### src/rtl/vga_timing_pkg.sv
// Shared VGA timing constants (640x480@60 Hz from 100 MHz) used by the sync generator
// and by the Qh/Qv-driven renderers.
package vga_timing_pkg;

  localparam int unsigned CW = 10;

  localparam int unsigned HD = 640;
  localparam int unsigned HF = 16;
  localparam int unsigned HR = 96;
  localparam int unsigned HB = 48;
  localparam int unsigned VD = 480;
  localparam int unsigned VF = 10;
  localparam int unsigned VR = 2;
  localparam int unsigned VB = 33;
  localparam int unsigned DIV = 4;

  localparam int unsigned HMAX = HD + HF + HR + HB;
  localparam int unsigned VMAX = VD + VF + VR + VB;

  localparam int unsigned HSyncIni = HD + HF;
  localparam int unsigned HSyncFin = HD + HF + HR - 1;
  localparam int unsigned VSyncIni = VD + VF;
  localparam int unsigned VSyncFin = VD + VF + VR - 1;

  // Inclusive unsigned window test on a counter value.
  function automatic logic en_rango(input logic [CW-1:0] v, input logic [CW-1:0] lo,
                                    input logic [CW-1:0] hi);
    return (v >= lo) && (v <= hi);
  endfunction

endpackage

### src/rtl/vga_sincronizador_if.sv
// Timing bus from the sync generator (master) to the Qh/Qv-driven display logic (slave).
interface vga_sincronizador_if;
  import vga_timing_pkg::*;

  logic [CW-1:0] Qh;
  logic [CW-1:0] Qv;
  logic          hsync;
  logic          vsync;
  logic          video_on;
  logic          p_tick;
  logic          fin_linea;
  logic          fin_cuadro;

  modport master (
    output Qh, Qv, hsync, vsync, video_on, p_tick, fin_linea, fin_cuadro
  );

  modport slave (
    input Qh, Qv, hsync, vsync, video_on, p_tick, fin_linea, fin_cuadro
  );

endinterface

### src/rtl/vga_divisor_pixel.sv
// Pixel prescaler: counts 0..DIV-1 and raises a registered one-cycle p_tick at DIV-1.
module vga_divisor_pixel #(
  parameter int unsigned DIV = 4
) (
  input  logic reloj_i,
  input  logic rst_ni,
  output logic p_tick_o,
  output logic p_tick_next_o
);

  localparam int unsigned PW = (DIV > 2) ? $clog2(DIV) : 1;
  localparam logic [PW-1:0] Last = PW'(DIV - 1);

  logic [PW-1:0] cnt_q, cnt_d;
  logic          p_tick_q, p_tick_d;

  always_comb begin
    cnt_d    = (cnt_q == Last) ? '0 : cnt_q + PW'(1);
    p_tick_d = (cnt_d == Last);
  end

  always_ff @(posedge reloj_i or negedge rst_ni) begin
    if (!rst_ni) begin
      cnt_q    <= '0;
      p_tick_q <= 1'b0;
    end else begin
      cnt_q    <= cnt_d;
      p_tick_q <= p_tick_d;
    end
  end

  assign p_tick_o      = p_tick_q;
  // Lets the top register markers that must coincide with the upcoming p_tick cycle.
  assign p_tick_next_o = p_tick_d;

endmodule

### src/rtl/vga_sincronizador.sv
// VGA timing generator: Qh/Qv pixel counters plus registered sync, visible-area and
// line/frame markers, all cycle-aligned with the counters.
module vga_sincronizador #(
  parameter int unsigned DIV = vga_timing_pkg::DIV,
  parameter int unsigned HD  = vga_timing_pkg::HD,
  parameter int unsigned HF  = vga_timing_pkg::HF,
  parameter int unsigned HR  = vga_timing_pkg::HR,
  parameter int unsigned HB  = vga_timing_pkg::HB,
  parameter int unsigned VD  = vga_timing_pkg::VD,
  parameter int unsigned VF  = vga_timing_pkg::VF,
  parameter int unsigned VR  = vga_timing_pkg::VR,
  parameter int unsigned VB  = vga_timing_pkg::VB
) (
  input logic                 reloj,
  input logic                 resetM,
  vga_sincronizador_if.master bus
);
  import vga_timing_pkg::*;

  localparam int unsigned HMAX = HD + HF + HR + HB;
  localparam int unsigned VMAX = VD + VF + VR + VB;

  if (HMAX > (1 << CW) || VMAX > (1 << CW) || DIV < 2) begin : g_param_check
    $error("vga_sincronizador: HMAX and VMAX must be <= 1024 and DIV >= 2");
  end

  localparam logic [CW-1:0] HLast    = CW'(HMAX - 1);
  localparam logic [CW-1:0] VLast    = CW'(VMAX - 1);
  localparam logic [CW-1:0] HVis     = CW'(HD);
  localparam logic [CW-1:0] VVis     = CW'(VD);
  localparam logic [CW-1:0] HSyncLo  = CW'(HD + HF);
  localparam logic [CW-1:0] HSyncHi  = CW'(HD + HF + HR - 1);
  localparam logic [CW-1:0] VSyncLo  = CW'(VD + VF);
  localparam logic [CW-1:0] VSyncHi  = CW'(VD + VF + VR - 1);

  logic          tick, tick_next;
  logic [CW-1:0] qh_q, qh_d, qv_q, qv_d;
  logic          hsync_q, hsync_d, vsync_q, vsync_d, video_on_q, video_on_d;
  logic          fin_linea_q, fin_linea_d, fin_cuadro_q, fin_cuadro_d;

  vga_divisor_pixel #(
    .DIV(DIV)
  ) u_divisor (
    .reloj_i      (reloj),
    .rst_ni       (resetM),
    .p_tick_o     (tick),
    .p_tick_next_o(tick_next)
  );

  always_comb begin
    qh_d       = qh_q;
    qv_d       = qv_q;
    hsync_d    = hsync_q;
    vsync_d    = vsync_q;
    video_on_d = video_on_q;
    if (tick) begin
      if (qh_q == HLast) begin
        qh_d = '0;
        qv_d = (qv_q == VLast) ? '0 : qv_q + CW'(1);
      end else begin
        qh_d = qh_q + CW'(1);
      end
      // Decode the next counters so the flags land on the same edge as Qh/Qv.
      hsync_d    = ~en_rango(qh_d, HSyncLo, HSyncHi);
      vsync_d    = ~en_rango(qv_d, VSyncLo, VSyncHi);
      video_on_d = (qh_d < HVis) && (qv_d < VVis);
    end
    // DIV >= 2 keeps the counters stable on the edge that opens a p_tick cycle.
    fin_linea_d  = tick_next && (qh_q == HLast);
    fin_cuadro_d = fin_linea_d && (qv_q == VLast);
  end

  always_ff @(posedge reloj or negedge resetM) begin
    if (!resetM) begin
      qh_q         <= '0;
      qv_q         <= '0;
      hsync_q      <= 1'b1;
      vsync_q      <= 1'b1;
      video_on_q   <= 1'b0;
      fin_linea_q  <= 1'b0;
      fin_cuadro_q <= 1'b0;
    end else begin
      qh_q         <= qh_d;
      qv_q         <= qv_d;
      hsync_q      <= hsync_d;
      vsync_q      <= vsync_d;
      video_on_q   <= video_on_d;
      fin_linea_q  <= fin_linea_d;
      fin_cuadro_q <= fin_cuadro_d;
    end
  end

  assign bus.Qh         = qh_q;
  assign bus.Qv         = qv_q;
  assign bus.hsync      = hsync_q;
  assign bus.vsync      = vsync_q;
  assign bus.video_on   = video_on_q;
  assign bus.p_tick     = tick;
  assign bus.fin_linea  = fin_linea_q;
  assign bus.fin_cuadro = fin_cuadro_q;

endmodule

### src/flat_wrapper.sv
// flat-port wrapper written by rule: the top's interface ports become plain ports
module vga_sincronizador_flat import vga_timing_pkg::*;
#(
  parameter int unsigned DIV = vga_timing_pkg::DIV,
  parameter int unsigned HD  = vga_timing_pkg::HD,
  parameter int unsigned HF  = vga_timing_pkg::HF,
  parameter int unsigned HR  = vga_timing_pkg::HR,
  parameter int unsigned HB  = vga_timing_pkg::HB,
  parameter int unsigned VD  = vga_timing_pkg::VD,
  parameter int unsigned VF  = vga_timing_pkg::VF,
  parameter int unsigned VR  = vga_timing_pkg::VR,
  parameter int unsigned VB  = vga_timing_pkg::VB
)
  (reloj, resetM, bus_Qh, bus_Qv, bus_hsync, bus_vsync, bus_video_on, bus_p_tick, bus_fin_linea, bus_fin_cuadro);
  vga_sincronizador_if bus_i ();
  input logic reloj;
  input logic resetM;
  output wire logic [$bits(bus_i.Qh)-1:0] bus_Qh;
  output wire logic [$bits(bus_i.Qv)-1:0] bus_Qv;
  output wire logic [$bits(bus_i.hsync)-1:0] bus_hsync;
  output wire logic [$bits(bus_i.vsync)-1:0] bus_vsync;
  output wire logic [$bits(bus_i.video_on)-1:0] bus_video_on;
  output wire logic [$bits(bus_i.p_tick)-1:0] bus_p_tick;
  output wire logic [$bits(bus_i.fin_linea)-1:0] bus_fin_linea;
  output wire logic [$bits(bus_i.fin_cuadro)-1:0] bus_fin_cuadro;
  assign bus_Qh = bus_i.Qh;
  assign bus_Qv = bus_i.Qv;
  assign bus_hsync = bus_i.hsync;
  assign bus_vsync = bus_i.vsync;
  assign bus_video_on = bus_i.video_on;
  assign bus_p_tick = bus_i.p_tick;
  assign bus_fin_linea = bus_i.fin_linea;
  assign bus_fin_cuadro = bus_i.fin_cuadro;
  vga_sincronizador #(.DIV(DIV), .HD(HD), .HF(HF), .HR(HR), .HB(HB), .VD(VD), .VF(VF), .VR(VR), .VB(VB)) u_core (.reloj(reloj), .resetM(resetM), .bus(bus_i));
endmodule
### config.mk
export PLATFORM = sky130hd
export DESIGN_NAME = vga_sincronizador_flat
export DESIGN_NICKNAME = d
export VERILOG_FILES = /design/src/rtl/vga_timing_pkg.sv /design/src/rtl/vga_sincronizador_if.sv /design/src/rtl/vga_divisor_pixel.sv /design/src/rtl/vga_sincronizador.sv /design/src/flat_wrapper.sv
export SDC_FILE = /design/constraint.sdc
export NUM_CORES = 1
export LEC_CHECK = 0
export CORE_MARGIN = 5
export CORE_UTILIZATION = 53
export CTS_CLUSTER_DIAMETER = 120
export CTS_CLUSTER_SIZE = 8
export DETAILED_ROUTE_END_ITERATION = 8
export GPL_TIMING_DRIVEN = 0
export PLACE_DENSITY = 0.79
export SLEW_MARGIN = 20
export SYNTH_ARGS = -nofsm -noshare
export SYNTH_HDL_FRONTEND = slang
export SYNTH_SLANG_ARGS = --single-unit
### constraint.sdc
create_clock -name reloj -period 2.7 [get_ports reloj]
set_input_delay 0.27 -clock reloj [delete_from_list [all_inputs] [get_ports reloj]]
set_output_delay 0.27 -clock reloj [all_outputs]
set_load 0.005 [all_outputs]
==> flow_summary.ini, run 1 <==
[setup_path]
cp.required_ns = 2.95
path_max_fanout = 8
critPathLaunch = u_core.bus.Qv[6]
critPathArrivalTime_ns = 2.59
reg2reg_from = u_core.bus.Qv[6]
crit_path_end_kind = flip-flop
path_class = reg -> reg
cp-start-kind = flip-flop

[global_routing]
grtUsageTotal_pct = 19.7
grt_pass1_wl_um = 7020
antenna_found_initial = 0
grt-ovfl-total = 0
grt_pass1_vias = 1546
grt_max_degree = 29

[synthesis]
synth-edff-count = 0
synth_largest_area_cell = dfrtp_1
syn_inst = 191
syn-cell-area_um2 = 1790
synthTopCellsByCount = 26 x dfrtp_1, 20 x nand2_1, 16 x o21ai_0, 13 x nand3_1, 10 x inv_1
yosysTopAreaCellShare_pct = 36.4
synth.most_common_cell = dfrtp_1
synth-main-ff-cell = dfrtp_1
syn_area_per_cell_um2 = 9.36
ys_top_cells_by_area = dfrtp_1 36%, o21ai_0 4.5%, ha_1 4.2%
ys_types = 54
async_flop_share_pct = 100
synthesis.nets = 199
ys_warn_count = 0
ys_seq_elements = 28
yosysSeqAreaShare_pct = 39.3

[timing]
worstMarginPinSlew_ns = 0.786
grt_setup_unrepaired = false
slew_headroom_pct = 46.8
fin_crit_sh_pct = 86.7
finalSetupViolCount = 0
skew_ns = 0.0111
timing.fmax_mhz = 427
hold_violations = 0
fin_crit_ns = 2.34
fin_hold_ws_ns = 0.463
drv_slew = 0
tns_ns = 0

[floorplan]
io-pin-count = 28
die-area_um2 = 4630
rows = 21
dieHeight_um = 68.1
core-area_um2 = 3310
die_x_um = 68.1
start_util_pct = 54.0

[power]
pwr-share-seq_pct = 58.7
p_clk_share_pct = 39.9
intPower_w = 0.000571
power_density_nw_per_um2 = 328
finalPower_w = 0.000715
peakVddDrop_uv = 170
switching_share_pct = 20.0
p_comb_share_pct = 1.4
p_sw_w = 0.000143
power.leakage_nw = 0.862

[detailed_routing]
drt_iter0_markers = 116
viasPerCell = 5.97
vias = 1606
postRouteAntennaNets = 0
dr.pass1.iters = 6
finalWirelength_um = 4270
drc_errors = 0
wl_per_cell_um = 15.9

[finish]
synthToLayoutAreaGrowth_pct = 21.8
final_nets = 232
drive_gt1_share_pct = 13.0
diodes = 0

[clocking]
clkSlewWorstSetupHoldPaths_ns = 0.17
clkLatencyLatePin_ns = 0.34
cts_made_buffers = 3
root_buffer = clkbuf_4
tritoncts = yes
clock_path_buffers = 2
clock_sinks = 28
cts_max_level = 1

[placement]
gp_congestion = 0.919
dp_hpwl_um = 2960
io_buffers = 27

[run]
maxCapViolations = 0

[min_path]
hold_class = in -> async

[run_status]
status = complete, no violations
[routing by layer]
| layer | GRT usage, % | part of all wire (%) | vias up |
|---|---|---|---|
| li1 | - | - | 758 |
| met1 | 28.0 | 47 | 779 |
| met2 | 29.6 | 46 | 56 |
| met3 | 2.79 | 5.3 | 13 |
| met4 | 8.93 | 1.9 | 0 |
| met5 | 0 | 0 | - |
[worst paths after layout]
kind / endpoint / cells after the start / slack (ns)
worst max-delay path: u_core.bus.video_on / 6 / 0.36
worst min-delay path: u_core.bus.Qh[9] / 2 / 0.46
worst max register to register: u_core.bus.video_on / 6 / 0.36
worst min register to register: u_core.u_divisor.cnt_q[0] / 1 / 0.46
max in group asynchronous: u_core.bus.Qv[1] / 2 / 1.82
min in group reloj: u_core.u_divisor.cnt_q[0] / 1 / 0.46
[cell usage in the layout (no fill, tap or decap), types with 4 or more instances in the layout]
cell             count
or3_1                5
clkbuf_1             5
nand3_1             13
inv_1               10
and3_1               5
clkdlybuf4s50_1     26
a21oi_1              4
nand4_1              5
nand2_1             20
dfrtp_1             26
ha_1                 6
xnor2_1              6
o21ai_0             16
nor2_1               7
[timing repair]
item	CTS	global route
hold buffers	1	0
setup endpoints to repair	0	4
buffers inserted	0	0
endpoints found under the hold margin	26	0
gates resized for setup	0	1
[worst max-delay path, cell delays in order, from the launching register on]
cell	delay, ns
dfrtp_1	0.42
buf_6	0.14
nor4b_1	0.70
nand3b_1	0.38
a21oi_1	0.26
o21ai_2	0.09
o41ai_2	0.27
[registers in the layout, indices dropped and copies added (netlist names)]
register / count
u_core.bus.video_on: 1
u_core.bus.Qh: 10
u_core.bus.vsync: 1
u_core.u_divisor.cnt_q: 2
u_core.bus.hsync: 1
u_core.bus.Qv: 10
u_core.u_divisor.p_tick_o: 1
u_core.bus.fin_cuadro: 1
u_core.bus.fin_linea: 1
[stage by stage]
step	cell area [um^2]	util (%)	worst slack, ns	instances
6_report	2180	65.8	0.360	269
5_1_grt	2180	65.8	0.232	269
4_1_cts	2170	65.6	0.203	269
3_5_place_dp	2110	63.8	0.249	264
3_3_place_gp	2120	63.9	0.271	264
2_1_floorplan	1790	-	0.737	191
[power groups by stage]
stage                     combinational (W)  sequential (W)  clock, W
final                            0.00000966        0.000420  0.000285
after global routing              0.0000119        0.000420  0.000307
after CTS                         0.0000103        0.000420  0.000292
after detailed placement         0.00000933        0.000427         0
after global placement           0.00000982        0.000427         0
after floorplan              0.000000000367        0.000427         0
[final cells by class]
class | instances | area, um^2
fillers | 283 | 1130
multi-input cells | 142 | 985
flip-flops and latches | 28 | 703
repair buffers | 28 | 275
plain buffers | 11 | 67.6
well taps | 46 | 57.6
inverters | 10 | 37.5
clock inverters | 1 | 30.0
clock buffers | 3 | 22.5
[cell families after synthesis]
family          count (synthesis)  synth area share, %
simple gates                   79                 26.2
fa+ha+maj                       7                 4.83
buf+inv                        21                 5.88
mux                             4                 2.59
flops                          28                 39.3
compound gates                 43                 16.7
xor+xnor                        9                 4.41
No activity file was read; power rests on OpenSTA's default activity.
==> inputs of run 2 (changes only) <==
--- a/config.mk
+++ b/config.mk
@@ -7,6 +7,7 @@
 export LEC_CHECK = 0
 export CORE_MARGIN = 5
 export CORE_UTILIZATION = 53
+export CTS_BUF_LIST = sky130_fd_sc_hd__clkbuf_16
 export CTS_CLUSTER_DIAMETER = 120
 export CTS_CLUSTER_SIZE = 8
 export DETAILED_ROUTE_END_ITERATION = 8
==> run 2 against run 1 <==
Against the previous run:
- clock-buffer cell count stayed put
- global-route usage grew 0.52 points
- register-to-register slack is essentially flat
- core utilization up 1.3 points
- critical path type unchanged
- critical endpoint is now u_core.bus.Qv[9]
==> flow_summary.ini, run 2 (same netlist as run 1, synthesis figures left out) <==
[setup_path]
critPathArrivalTime_ns = 2.48
cp-start-kind = flip-flop
worst-r2r-cell-count = 6
rr_endpoint = u_core.bus.Qv[9]
crit_path_end_kind = flip-flop
reg2reg_slack_ns = 0.37
cp.required_ns = 2.85
reg2reg_from = u_core.bus.Qv[6]
crit_path_cell_trace = buf_6, nor4b_1, nand3b_1, a21oi_1, o21ai_2, mux2_4
path_max_fanout = 8
cp_slowest_cell = nor4b_1
critPathMaxStageDelay_ns = 0.70
path_class = reg -> reg

[placement]
dp_cells = 264
gp_congestion = 0.919
io_buffers = 27
dpl_worst_slack_ns = 0.249
dp_hpwl_um = 2960

[finish]
final_cell_mix = 26 x clkdlybuf4s50_1, 26 x dfrtp_1, 20 x nand2_1
diodes = 0
fin_cells = 268
drive_gt1_share_pct = 13.1
synthToLayoutAreaGrowth_pct = 24.2
final_nets = 231

[global_routing]
grtUsageTotal_pct = 20.3
antenna_found_initial = 0
grt.met3_usage_pct = 4.11
met2_usage_pct = 31.6
grtUsageMet1_pct = 27.7
grt_pass1_wl_um = 7200
grt_max_degree = 29
grt-busiest-layer = met2
grt-ovfl-total = 0
grt_pass1_vias = 1576

[clocking]
clock_path_buffers = 2
root_buffer = clkbuf_16
tritoncts = yes
cts_made_buffers = 3
cts_max_level = 1
clkSlewWorstSetupHoldPaths_ns = 0.07
clock_sinks = 28
post_cts_buffers = 0
clkLatencyLatePin_ns = 0.27

[floorplan]
dieHeight_um = 68.1
die_x_um = 68.1
io-pin-count = 28
core-area_um2 = 3310
start_util_pct = 54.0
rows = 21
die-area_um2 = 4630

[min_path]
hold_class = in -> async

[detailed_routing]
drt_iter0_markers = 130
viasPerCell = 5.94
vias = 1592
dr.pass1.iters = 4
postRouteAntennaNets = 0
wl_per_cell_um = 16.2
drc_errors = 0
finalWirelength_um = 4330

[timing]
grt_setup_unrepaired = false
fin_ws_ns = 0.374
skew_ns = 0.00597
drv_slew = 0
tns_ns = 0
timing.fmax_mhz = 430
worstMarginPinSlew_ns = 0.783
hold_violations = 0
fin_crit_ns = 2.33
slew_headroom_pct = 47.0
finalSetupViolCount = 0
fin_crit_sh_pct = 86.2

[power]
power_density_nw_per_um2 = 393
power.leakage_nw = 0.881
peakVddDrop_uv = 183

[run]
maxCapViolations = 0

[run_status]
status = complete, no violations
run 2: what timing repair did:
item                       CTS  global route
resized for setup            0             1
hold buffers                 0             0
hold endpoints to repair     0             0
setup endpoints to repair    0             5
run 2: report_power, final:
part	total, W	switching (W)	internal, W	leakage [nW]
clock	0.000445	0.000149	0.000296	0.0511
combinational	0.00000871	0.00000819	0.000000519	0.465
sequential	0.000419	0	0.000419	0.365
total	0.000873	0.000157	0.000715	0.881
run 2: final cells by class:
| cell class | instances | area (um^2) |
|---|---|---|
| timing repair buffer | 27 | 265 |
| sequential | 28 | 703 |
| inverter | 10 | 37.5 |
| clock inverter | 1 | 30.0 |
| multi-input combinational | 142 | 985 |
| tap | 46 | 57.6 |
| buffer | 11 | 67.6 |
| clock buffer | 3 | 75.1 |
| fill | 265 | 1090 |
run 2: how the worst max path moves through the flow:
stage / cells after the start / startpoint / endpoint / slack, ns
finish: 6 / u_core.bus.Qv[6] / u_core.bus.Qv[9] / 0.37
global route: 6 / u_core.bus.Qv[6] / u_core.bus.Qv[9] / 0.24
CTS: 6 / u_core.bus.Qh[1] / u_core.bus.vsync / 0.26
detailed placement: 6 / u_core.bus.Qh[1] / u_core.bus.vsync / 0.25
global placement: 6 / u_core.bus.Qh[1] / u_core.bus.vsync / 0.27
floorplan: 7 / u_core.bus.Qh[1] / u_core.bus.Qv[9] / 0.74
run 2: worst max-delay path, delay by kind of cell, from the launching register on:
family | cells | cell delay [ns]
and+or+nand+nor | 2 | 1.08
AOI/OAI and AO/OA | 2 | 0.35
DFF | 1 | 0.39
muxes | 1 | 0.25
buffers and inverters | 1 | 0.14
run 2: metrics by stage:
stage	utilization [%]	hold slack [ns]	total power (W)	instance area (um^2)
floorplan	-	-0.0256	0.000427	1790
global placement	63.9	0.440	0.000437	2120
detailed placement	63.8	0.332	0.000437	2110
CTS	66.9	0.0380	0.000882	2220
global route	67.1	0.0784	0.000902	2220
finish	67.1	0.0261	0.000873	2220
run 2: metal layers:
| layer | part of all wire [%] | wire length [um] |
|---|---|---|
| met4 | 1.2 | 50 |
| met5 | 0 | 0 |
| met2 | 47 | 2050 |
| met1 | 45 | 1960 |
| met3 | 6.2 | 267 |
==> edit 1, RTL diff (config.mk and constraints of run 1) <==
`DIV` is set to 4 in 2 places; all go to 2.
--- a/src/rtl/vga_timing_pkg.sv
+++ b/src/rtl/vga_timing_pkg.sv
@@ -13,5 +13,5 @@
   localparam int unsigned VR = 2;
   localparam int unsigned VB = 33;
-  localparam int unsigned DIV = 4;
+  localparam int unsigned DIV = 2;
 
   localparam int unsigned HMAX = HD + HF + HR + HB;
--- a/src/rtl/vga_divisor_pixel.sv
+++ b/src/rtl/vga_divisor_pixel.sv
@@ -1,5 +1,5 @@
 // Pixel prescaler: counts 0..DIV-1 and raises a registered one-cycle p_tick at DIV-1.
 module vga_divisor_pixel #(
-  parameter int unsigned DIV = 4
+  parameter int unsigned DIV = 2
 ) (
   input  logic reloj_i,
Function: changed (Yosys sat finds a counterexample within 4 cycles, from zero or initial values and one cycle with resetM low).
==> edit 1 against run 1 <==
  * Setup slack got worse by 0.18 ns
  * Final cell count decreased by 13%
  * Critical path depth increased by 1
  * Synthesized area decreased by 14%
  * Via count decreased by 11%
  * Design area decreased by 13%
  * Power decreased by 16%
  * Sequential cell count decreased by 2
  * Routed wire length decreased by 15%
  * Fmax decreased by 7.1%
  * Count of clock-buffer cells in the layout increased by 1
  * Clock skew increased by 0.0061 ns
==> edit 1: results (changes against run 1) <==
- GPL Wtd Cong: 0.870 (-5.4%)
- Crit path max-delay family: simple AND/OR/NAND/NOR gates
- Worst path max stage delay: 0.51 ns (-0.19 ns)
- Root buf cell: clkbuf_4
- Arr. time, crit path: 2.78 ns (+0.19 ns)
- Worst skew pair latency: approximately 0.33 ns
- Vias: 1427 (-11%)
- Status: completed
- HP Class: input port to async pin
- Largest net degree at the start of global routing: 27 (-6.9%)
- Layout cells sized above 1: 8.33% (-4.7 points)
- Clk pin slew, worst setup/hold paths: 0.15 ns (-0.02 ns)
- Flop-to-flop setup slack: 0.18 ns (-0.18 ns)
- Sequential share of the synthesized area: 42.4% (+3.0 points)
- Htree depth: 1 (unchanged)
- Placed cell count: 230 (-13%)
- R2r endpoint: u_core.bus.vsync
- Count of hold-fix buffers inserted at cts: 1 (unchanged)
- Max_slew headroom: 60.2% (+13 points)
- Post-detail-place hpwl: 2610 um (-12%)
- Met2 Usage GRT: 33.0% (+3.4 points)
- RR Startpoint: u_core.bus.Qh[1]
- Gr usage total: 19.2% (-0.59 points)
- Layout filler cell count: 229 (-19%)
- Syn Nets: 178 (-11%)
- Crit path from: u_core.bus.Qh[1]
- Max clock buf depth: 2 (unchanged)
- Post-synth ARST share: 100% (unchanged)
- First-pass GRT wire length: 6380 um (-9.1%)
- Unique masters post-synth: 45 (-17%)
- CP max stage cell: nor4_1
- Post-Route WL: 3620 um (-15%)
- Ant diodes: 0 (unchanged)
- Crit start category: flip-flop
- PostCTS Resize Cnt: 0 (unchanged)
- Met1 Use GR: 23.6% (-4.4 points)
- Port Buffers: 27 (unchanged)
- Final clock skew: 0.0172 ns (+0.00614 ns)
- CP endpoint: u_core.bus.vsync
- FF-to-FF path depth: 7 (+1)
- Setup Buffers After CTS: 0 (unchanged)
- CP max FO: 10 (+2)
- Pre-antenna DRT Iters: 4 (-2)
- Final Non-Filler Cells: 235 (-13%)
- Initial DRC Count: 142 (+22%)
- Initial antenna violation count: 0 (unchanged)
- Met3 Resource Use GR: 2.63% (-0.16 points)
- Global route overflow: 0 (unchanged)
- VDD IR max: 0.286 mV (+69%)
- Nets@finish: 211 (-9.1%)
- LEAKAGE: 0.000775 uW (-10%)
- Yosys Warn Count: 0 (unchanged)
- Top cells by area, synth: dfrtp_1 39%, nand2_1 5.4%, o21ai_0 4.2%
- Synth Instances: 172 (-9.9%)
- Vias in the first global route: 1453 (-6.0%)
- Synth cell count leaders: 24 x dfrtp_1, 22 x nand2_1, 16 x nor2_1, 13 x o21ai_0
-- edit 1: cell count changes after synthesis, sizes merged, moves of 4 or more --
cell / before / now
nor2: 7 / 17
inv: 10 / 5
nand3: 13 / 9
o21ai: 17 / 13
or3: 6 / 2
-- edit 1: layer usage --
metal,part of all wire (%),routed length [um]
met5,0,0
met4,1.3,46
met3,4.7,170
met2,51,1840
met1,43,1560
-- edit 1: power breakdown --
part | leakage, uW | switching [uW] | total [uW] | internal [uW]
Sequential | 0.000337 | 0 | 390 | 390
Clock | 0.0000210 | 117 | 200 | 82.5
Combinational | 0.000417 | 7.63 | 9.08 | 1.45
Total | 0.000775 | 125 | 598 | 474
-- edit 1: worst min-delay path by stage --
stage	to	slack [ns]
4_1_cts	u_core.bus.Qh[4]	0.47
5_1_grt	u_core.bus.Qv[4]	0.49
2_1_floorplan	u_core.bus.Qh[0]	-0.03
6_report	u_core.bus.Qh[4]	0.46
3_3_place_gp	u_core.bus.video_on	0.47
3_5_place_dp	u_core.bus.Qh[3]	0.31
-- edit 1: worst reg2reg max path, delay by kind of cell (launching register included) --
kind                       cells  cell delay, ns
AOI/OAI and AO/OA              1            0.14
adders and majority gates      1            0.30
buffers and inverters          1            0.36
DFF                            1            0.44
muxes                          1            0.13
and+or+nand+nor                3            1.10
-- edit 1: kinds of logic after synthesis --
kind of cell	Yosys count	share of synthesized area, %
AOI/OAI and AO/OA	35	15.0
muxes	5	3.49
xor gates and xnor gates	12	6.82
DFF	26	42.4
buffers and inverters	15	3.82
and+or+nand+nor	75	25.2
adders and majority gates	4	3.25
-- edit 1: metrics by stage --
step / power [uW] / util, % / worst slack [ns] / area [um2] / hold slack (ns)
after floorplan: 397 / - / 0.465 / 1540 / -0.0256
after global placement: 406 / 66.5 / 0.291 / 1850 / 0.471
after detailed placement: 405 / 66.4 / 0.263 / 1850 / 0.308
after CTS: 602 / 68.0 / 0.245 / 1890 / 0.474
final: 598 / 68.0 / 0.183 / 1890 / 0.455
after global routing: 633 / 68.0 / 0.0118 / 1890 / 0.490
-- edit 1: cell type report --
| type | count | area share, % |
|---|---|---|
| multi-input cells | 131 | 43.8 |
| repair buffers | 28 | 14.6 |
| clock buffers | 4 | 1.92 |
| inverters | 5 | 0.992 |
| flip-flops and latches | 26 | 34.5 |
| plain buffers | 10 | 2.12 |
| well taps | 31 | 2.05 |
==> edit 2, RTL diff (config.mk and constraints of run 1) <==
Made on the original files. Make the reset (`resetM` and `rst_ni`) synchronous in 2 clocked blocks.
--- a/src/rtl/vga_divisor_pixel.sv
+++ b/src/rtl/vga_divisor_pixel.sv
@@ -20,5 +20,5 @@
   end
 
-  always_ff @(posedge reloj_i or negedge rst_ni) begin
+  always_ff @(posedge reloj_i) begin
     if (!rst_ni) begin
       cnt_q    <= '0;
--- a/src/rtl/vga_sincronizador.sv
+++ b/src/rtl/vga_sincronizador.sv
@@ -71,5 +71,5 @@
   end
 
-  always_ff @(posedge reloj or negedge resetM) begin
+  always_ff @(posedge reloj) begin
     if (!resetM) begin
       qh_q         <= '0;
Formal check against the unedited RTL: differs if resetM is asserted again (counterexample within 4 cycles, from zero or initial values and one cycle with resetM low); with resetM held inactive, the same outputs for 10 cycles.
==> edit 2 against run 1 <==
  * Synthesized area is 7.3% lower
  * Design area decreased by 4.1%
  * Via count increased by 4.2%
  * Setup slack got worse by 0.27 ns
  * Final cell count increased by 7.4%
  * Sequential cell count unchanged
  * First-iteration DRC count grew 43%
  * Routed wire length down 6.3%
  * Critical path type unchanged
  * Critical endpoint is now u_core.bus.vsync
Power is not compared: it rests on default switching activity, and its combinational part moved more than twofold at a synthesized area within 25%.
==> edit 2: results (changes against run 1) <==
- CP max FO: 10 (+2)
- Layout cells sized above 1: 11.0% (-2.0 points)
- Arr. time, crit path: 2.85 ns (+0.26 ns)
- Status: completed
- Average wire per standard cell: 13.8 um (-13%)
- HP Class: flip-flop to flip-flop
- Top cells by area, synth: dfxtp_1 34%, nor2_1 6.1%, ha_1 4.5%
- Post-synth ARST share: 0% (-100 points)
- Post-synthesis adder-cell area fraction: 4.53% (-0.30 points)
- Synth Area in Compound Gates: 17.4% (+0.65 points)
- Yosys Warn Count: 0 (unchanged)
- Post-detail-place hpwl: 2840 um (-4.0%)
- First-pass GRT wire length: 6850 um (-2.5%)
- Mux share of post-synthesis cell area: 1.89% (-0.70 points)
- Vias in the first global route: 1536 (-0.65%)
- Worst path max stage delay: 0.50 ns (-0.20 ns)
- Port Buffers: 27 (unchanged)
- Via density: 5.79 (-3.0%)
- CP max stage cell: or4_4
- Clk pin slew, worst setup/hold paths: 0.16 ns
- Pre-antenna DRT Iters: 4 (-2)
- Syn Nets: 218 (+9.5%)
- Nets@finish: 254 (+9.5%)
- Final clock skew: 0.00250 ns (-0.00860 ns)
- Layout filler cell count: 280 (-1.1%)
- Largest net degree at the start of global routing: 17 (-41%)
- Synth cell count leaders: 28 x dfxtp_1, 27 x nor2_1, 18 x nand2_1, 12 x o21ai_0
- Post-Synth XOR/XNOR Area: 3.70% (-0.71 points)
- Tightest Pin Transition: 0.835 ns (+0.0490 ns)
- Initial DRC Count: 166 (+43%)
- Sequential share of the synthesized area: 33.8% (-5.5 points)
- GPL Wtd Cong: 0.894 (-2.8%)
==> edit 2: per-stage QoR <==
stage / total power [uW] / hold WS (ns) / instance area, um2 / setup slack [ns] / cells
final: 766 / 0.468 / 2090 / 0.0938 / 289
after global routing: 805 / 0.502 / 2090 / -0.00860 / 289
after CTS: 768 / 0.475 / 2040 / 0.0204 / 285
after detailed placement: 490 / 0.444 / 1980 / -0.0610 / 281
after global placement: 489 / 0.446 / 1980 / -0.0288 / 281
after floorplan: 468 / 0.388 / 1660 / 0.121 / 210
==> edit 2: path summary, 6_finish.rpt <==
check | cells after the start | slack, ns | endpoint | from
worst max-delay path | 8 | 0.09 | u_core.bus.vsync | u_core.bus.Qh[0]
worst min-delay path | 1 | 0.47 | u_core.u_divisor.cnt_q[0] | u_core.u_divisor.cnt_q[0]
worst max register to register | 8 | 0.09 | u_core.bus.vsync | u_core.bus.Qh[0]
worst min register to register | 1 | 0.47 | u_core.u_divisor.cnt_q[0] | u_core.u_divisor.cnt_q[0]
==> edit 2: cell families (layout without fill, tap and decap cells) <==
family          Yosys count  in the layout
simple gates             97             97
buf+inv                  25             60
compound gates           44             44
fa+ha+maj                 6              6
xor+xnor                  7              7
mux                       3              3
flops                    28             28
==> edit 2: cell type report <==
cell class	instances	area, um2	area share, %
Inverter	11	41.3	1.98
Multi-Input combinational cell	157	988	47.3
Buffer	14	82.6	3.95
Clock buffer	3	22.5	1.08
Clock inverter	1	30.0	1.44
Timing Repair Buffer	31	300	14.4
Tap cell	44	55.1	2.64
Sequential cell	28	568	27.2
==> edit 2: timing repair <==
item	4_1_cts	5_1_grt
buffers inserted	0	4
hold buffers	0	0
setup endpoints to repair	1	2
gates resized for setup	3	4
cloned	0	0
pin swaps	0	2
==> edit 2: routing by layer <==
metal	track usage, %	vias up	share of wire (%)
li1	-	831	-
met1	26.4	764	46
met2	31.8	68	45
met3	3.40	11	6.2
met4	7.77	0	2.2
met5	0	-	0
==> edit 2: where the power goes <==
group	switching, uW	internal, uW
sequential	9.11	422
clock	130	150
combinational	27.3	27.0
